$ cat src/rtl/serial_subtractor_if.sv
// Start/busy/done handshake bundle for serial_subtractor: request operands in, held result out.
interface serial_subtractor_if #(
   parameter int unsigned WIDTH = 4
);
   logic             start;
   logic [WIDTH-1:0] A;
   logic [WIDTH-1:0] B;
   logic             Bi;
   logic             busy;
   logic             done;
   logic [WIDTH-1:0] D;
   logic             Bo;

   modport master (output start, A, B, Bi, input busy, done, D, Bo);
   modport slave  (input start, A, B, Bi, output busy, done, D, Bo);
endinterface

$ cat src/rtl/serial_subtractor.sv
// Bit-serial A - B - Bi subtractor: one full-subtractor cell reused over WIDTH cycles, LSB first.
module serial_subtractor #(
   parameter int unsigned WIDTH = 4
) (
   input logic                clk,
   input logic                reset,
   serial_subtractor_if.slave bus
);
   localparam int unsigned CW = $clog2(WIDTH + 1);

   typedef enum logic {IDLE, RUN} state_t;

   state_t           state_q, state_d;
   logic [WIDTH-1:0] a_sh_q, a_sh_d;
   logic [WIDTH-1:0] b_sh_q, b_sh_d;
   logic [WIDTH-1:0] d_sh_q, d_sh_d;
   logic [WIDTH-1:0] d_out_q, d_out_d;
   logic [CW-1:0]    cnt_q, cnt_d;
   logic             br_q, br_d;
   logic             bo_q, bo_d;
   logic             busy_q, busy_d;
   logic             done_q, done_d;

   logic             a0, b0, dbit, nbr;
   logic [WIDTH-1:0] d_shifted;

   always_comb begin
      a0   = a_sh_q[0];
      b0   = b_sh_q[0];
      dbit = a0 ^ b0 ^ br_q;
      nbr  = (~a0 & b0) | (~a0 & br_q) | (b0 & br_q);
      // Shift then overwrite the MSB so the same expression holds for WIDTH = 1.
      d_shifted            = d_sh_q >> 1;
      d_shifted[WIDTH-1]   = dbit;

      state_d = state_q;
      a_sh_d  = a_sh_q;
      b_sh_d  = b_sh_q;
      d_sh_d  = d_sh_q;
      d_out_d = d_out_q;
      cnt_d   = cnt_q;
      br_d    = br_q;
      bo_d    = bo_q;
      busy_d  = busy_q;
      done_d  = 1'b0;

      case (state_q)
         IDLE: begin
            if (bus.start) begin
               a_sh_d  = bus.A;
               b_sh_d  = bus.B;
               br_d    = bus.Bi;
               cnt_d   = '0;
               busy_d  = 1'b1;
               state_d = RUN;
            end
         end
         RUN: begin
            a_sh_d = a_sh_q >> 1;
            b_sh_d = b_sh_q >> 1;
            d_sh_d = d_shifted;
            br_d   = nbr;
            cnt_d  = cnt_q + CW'(1);
            if (cnt_q == CW'(WIDTH - 1)) begin
               d_out_d = d_shifted;
               bo_d    = nbr;
               done_d  = 1'b1;
               busy_d  = 1'b0;
               state_d = IDLE;
            end
         end
      endcase
   end

   always_ff @(posedge clk) begin
      if (reset) begin
         state_q <= IDLE;
         a_sh_q  <= '0;
         b_sh_q  <= '0;
         d_sh_q  <= '0;
         d_out_q <= '0;
         cnt_q   <= '0;
         br_q    <= 1'b0;
         bo_q    <= 1'b0;
         busy_q  <= 1'b0;
         done_q  <= 1'b0;
      end else begin
         state_q <= state_d;
         a_sh_q  <= a_sh_d;
         b_sh_q  <= b_sh_d;
         d_sh_q  <= d_sh_d;
         d_out_q <= d_out_d;
         cnt_q   <= cnt_d;
         br_q    <= br_d;
         bo_q    <= bo_d;
         busy_q  <= busy_d;
         done_q  <= done_d;
      end
   end

   assign bus.busy = busy_q;
   assign bus.done = done_q;
   assign bus.D    = d_out_q;
   assign bus.Bo   = bo_q;
endmodule

$ cat src/flat_wrapper.sv
// flat-port wrapper written by rule: the top's interface ports become plain ports
module serial_subtractor_flat 
#(
   parameter int unsigned WIDTH = 4
)
  (clk, reset, bus_start, bus_A, bus_B, bus_Bi, bus_busy, bus_done, bus_D, bus_Bo);
  serial_subtractor_if #(.WIDTH(WIDTH)) bus_i ();
  input logic clk;
  input logic reset;
  input wire logic [$bits(bus_i.start)-1:0] bus_start;
  input wire logic [$bits(bus_i.A)-1:0] bus_A;
  input wire logic [$bits(bus_i.B)-1:0] bus_B;
  input wire logic [$bits(bus_i.Bi)-1:0] bus_Bi;
  output wire logic [$bits(bus_i.busy)-1:0] bus_busy;
  output wire logic [$bits(bus_i.done)-1:0] bus_done;
  output wire logic [$bits(bus_i.D)-1:0] bus_D;
  output wire logic [$bits(bus_i.Bo)-1:0] bus_Bo;
  assign bus_i.start = bus_start;
  assign bus_i.A = bus_A;
  assign bus_i.B = bus_B;
  assign bus_i.Bi = bus_Bi;
  assign bus_busy = bus_i.busy;
  assign bus_done = bus_i.done;
  assign bus_D = bus_i.D;
  assign bus_Bo = bus_i.Bo;
  serial_subtractor #(.WIDTH(WIDTH)) u_core (.clk(clk), .reset(reset), .bus(bus_i));
endmodule
$ cat config.mk
export PLATFORM = sky130hd
export DESIGN_NAME = serial_subtractor_flat
export DESIGN_NICKNAME = d
export VERILOG_FILES = /design/src/rtl/serial_subtractor_if.sv /design/src/rtl/serial_subtractor.sv /design/src/flat_wrapper.sv
export SDC_FILE = /design/constraint.sdc
export NUM_CORES = 1
export LEC_CHECK = 0
export BUFFER_PORTS_ARGS = -buffer_cell sky130_fd_sc_hd__buf_2
export CORE_MARGIN = 2
export CORE_UTILIZATION = 35
export CTS_CLUSTER_DIAMETER = 200
export DETAILED_ROUTE_END_ITERATION = 7
export GPL_TIMING_DRIVEN = 0
export MAX_ROUTING_LAYER = met4
export SLEW_MARGIN = 20
export SYNTH_ARGS = -nofsm -noshare
export SYNTH_HDL_FRONTEND = slang
export SYNTH_SLANG_ARGS = --single-unit
$ cat constraint.sdc
create_clock -name clk -period 2.3 [get_ports clk]
set_input_delay 0.23 -clock clk [delete_from_list [all_inputs] [get_ports clk]]
set_output_delay 0.23 -clock clk [all_outputs]
set_load 0.005 [all_outputs]
==> flow_metrics.env <==
export IMPL_status="finished with violations"
export IMPL_violations="DRC"
export IMPL_synth_cell_types=23
export IMPL_postCtsSetupBuffers=0
export IMPL_avgSynthCellArea_um2=10.6
export IMPL_area_growth_synth_to_final_pct=14.9
export IMPL_worstSetupStartpointType="flip-flop"
export IMPL_worstPathMaxFanout=10
export IMPL_die_width_um=58.6
export IMPL_fillers=278
export IMPL_hp_start="reset"
export IMPL_numCtsBuffers=3
export IMPL_power_leakage_nw=0.506
export IMPL_seq_area_frac_synth=0.441
export IMPL_maxCapViolations=0
export IMPL_vias=741
export IMPL_vias_per_cell=4.91
export IMPL_grt_pass1_vias=711
export IMPL_overflow=0
export IMPL_drt_pass1_iterations=8
export IMPL_slew_violations=0
export IMPL_drc=2
export IMPL_startpoint="u_core.cnt_q[0]"
export IMPL_diodes=0
export IMPL_cts_buffer_depth=2
export IMPL_start_util=0.372
export IMPL_cp_end_kind="flip-flop"
export IMPL_maxSlewHeadroom=0.711
export IMPL_cts_sinks=23
export IMPL_core_um2=2810
export IMPL_grt_usage=0.121
export IMPL_setup_viol=0
export IMPL_ys_async_sr_fraction=0
export IMPL_synth_area_um2=1040
export IMPL_worstSetupPathType="reg2reg"
export IMPL_multiInputGateArea_um2=529
export IMPL_fp_dieH_um=58.6
export IMPL_post_cts_resized=0
export IMPL_slowest_delay_ns=0.34
export IMPL_crit_family="adder cells"
export IMPL_fmax_ghz=0.743
export IMPL_ir_drop_uv=240
export IMPL_ys_flop_type="dfxtp_1"
export IMPL_fin_setup_tns_ns=0
export IMPL_crit_required_ns=2.54
export IMPL_hold_buffers=0
export IMPL_clockRootBuffer="clkbuf_4"
export IMPL_io_pins=19
export IMPL_drive_gt1_frac=0.308
export IMPL_path_buf_inv=1
export IMPL_syn_nets=114
export IMPL_synth_area_leaders="dfxtp_1, mux2i_1, a211oi_2, a21bo_1, nor2b_1"
export IMPL_antenna_found_initial=0
export IMPL_synthCells=98
export IMPL_seq_area_um2=460
export IMPL_yosysMostFrequentCell="dfxtp_1"
export IMPL_fin_worst_skew_ns=0.00131
export IMPL_cpMostUsedCell="ha_1"
export IMPL_wl_per_cell_um=12.3
export IMPL_totalWireLength_mm=1.86
export IMPL_drt_first_iter_violations=14
export IMPL_cpMaxStageDelayCell="dfxtp_1"
export IMPL_antenna_left=0
export IMPL_hpwl_mm=1.33
export IMPL_yosysTopAreaCell="dfxtp_1"
export IMPL_worst_pin_slew_ns=0.434
export IMPL_post_route_util=0.427
export IMPL_dp_cells=147
export IMPL_place_congestion=0.733
export IMPL_ys_top_cells_by_count="dfxtp_1, mux2i_1, a21oi_1, a211oi_2, nor2b_1"
export IMPL_yosys_warnings=0
export IMPL_hold_path_class="in2reg"
export IMPL_nets=137
export IMPL_power_density_nw_per_um2=599
export IMPL_synth_top_area_share=0.441
export IMPL_htree_levels=1
export IMPL_critPathArrivalTime_ns=1.59
export IMPL_clkLatencyLatePin_ns=0.30
export IMPL_hold_violations=0
export IMPL_rsz0062_at_grt="no"
export IMPL_hold_slack_ns=0.137
export IMPL_grt_pass1_wl_mm=3.04
export IMPL_rows=19
export IMPL_cts_tree="done"
export IMPL_port_buffers=18
export IMPL_die_area_um2=3430
export IMPL_finalCriticalPeriod_ns=1.35
export IMPL_clk_pin_slew_ns=0.12
export IMPL_synth_edff_count=0
export IMPL_grt_max_degree=13
export IMPL_fin_crit_sh=0.586
export IMPL_cp_cell_sequence="ha_1, ha_1, buf_2, a21bo_1, a21oi_1"
export IMPL_worstReg2RegStart="u_core.cnt_q[0]"
export IMPL_ys_seq_elements=23
export IMPL_fin_cells=151
==> kinds of logic (layout without fill, tap and decap cells) <==
group / count (synthesis) / in the layout / share of synthesized area
buffers and inverters: 10 / 32 / 0.0516
DFF: 23 / 23 / 0.441
AOI/OAI and AO/OA: 24 / 24 / 0.207
muxes: 11 / 11 / 0.106
and+or+nand+nor: 26 / 26 / 0.139
adders and majority gates: 4 / 4 / 0.0552
==> report_power, final <==
part / internal, mW / switching [mW] / total [mW] / leakage (nW)
registers: 0.418 / 0.0127 / 0.431 / 0.188
clock network: 0.0676 / 0.116 / 0.183 / 0.0150
logic: 0.0487 / 0.0543 / 0.103 / 0.302
total: 0.535 / 0.183 / 0.718 / 0.506
==> layout make-up <==
cell class / instances / area share
repair buffers: 18 / 0.0752
clock buffers: 4 / 0.0219
inverters: 3 / 0.00939
flip-flops and latches: 23 / 0.384
multi-input cells: 65 / 0.442
well taps: 31 / 0.0324
plain buffers: 7 / 0.0355
==> worst register-to-register path, cell delays in order, from the launching register on <==
cell and delay [ns]:
dfxtp_1 0.34, ha_1 0.23, ha_1 0.20, buf_2 0.19
a21bo_1 0.20, a21oi_1 0.13
==> routing by layer <==
| layer | routed length [µm] | up-vias | GRT usage |
|---|---|---|---|
| met1 | 922 | 336 | 0.156 |
| met3 | 80 | 2 | 0.0198 |
| met2 | 842 | 13 | 0.185 |
| li1 | - | 390 | - |
| met4 | 12 | 0 | 0.0584 |
| met5 | 0 | - | - |
==> final timing paths <==
kind	to	slack, ns	depth (start not counted)
worst max-delay path	u_core.bus.Bo	0.95	5
worst min-delay path	u_core.b_sh_q[1]	0.14	2
worst max register to register	u_core.bus.Bo	0.95	5
worst min register to register	u_core.bus.D[0]	0.48	2
==> placed cells by master (no fill, tap or decap), drive strengths merged <==
| cell type | n |
|---|---|
| dfxtp | 23 |
| nor2 | 5 |
| inv | 3 |
| nand3 | 4 |
| or3b | 3 |
| clkbuf | 5 |
| mux2i | 11 |
| a21oi | 9 |
| a21bo | 5 |
| nor3 | 2 |
| nand2b | 3 |
| nand2 | 2 |
| fa | 1 |
| buf | 24 |
| a311oi | 1 |
| a211oi | 9 |
| nor2b | 7 |
| ha | 3 |
==> sequential cells by signal (all words and copies together) (netlist names) <==
signal           cells
u_core.d_sh_q        3
u_core.cnt_q         3
u_core.bus.busy      1
u_core.b_sh_q        4
u_core.a_sh_q        4
u_core.bus.done      1
u_core.bus.Bo        1
u_core.state_q       1
u_core.br_q          1
u_core.bus.D         4
==> per-stage QoR <==
step / total power [mW] / setup WS (ns) / area (µm²)
2_1_floorplan: 0.514 / 1.08 / 1040
3_3_place_gp: 0.543 / 1.00 / 1170
3_5_place_dp: 0.545 / 0.980 / 1170
4_1_cts: 0.732 / 0.947 / 1200
5_1_grt: 0.763 / 0.861 / 1200
6_report: 0.718 / 0.953 / 1200
(Power assumes the default switching activity.)
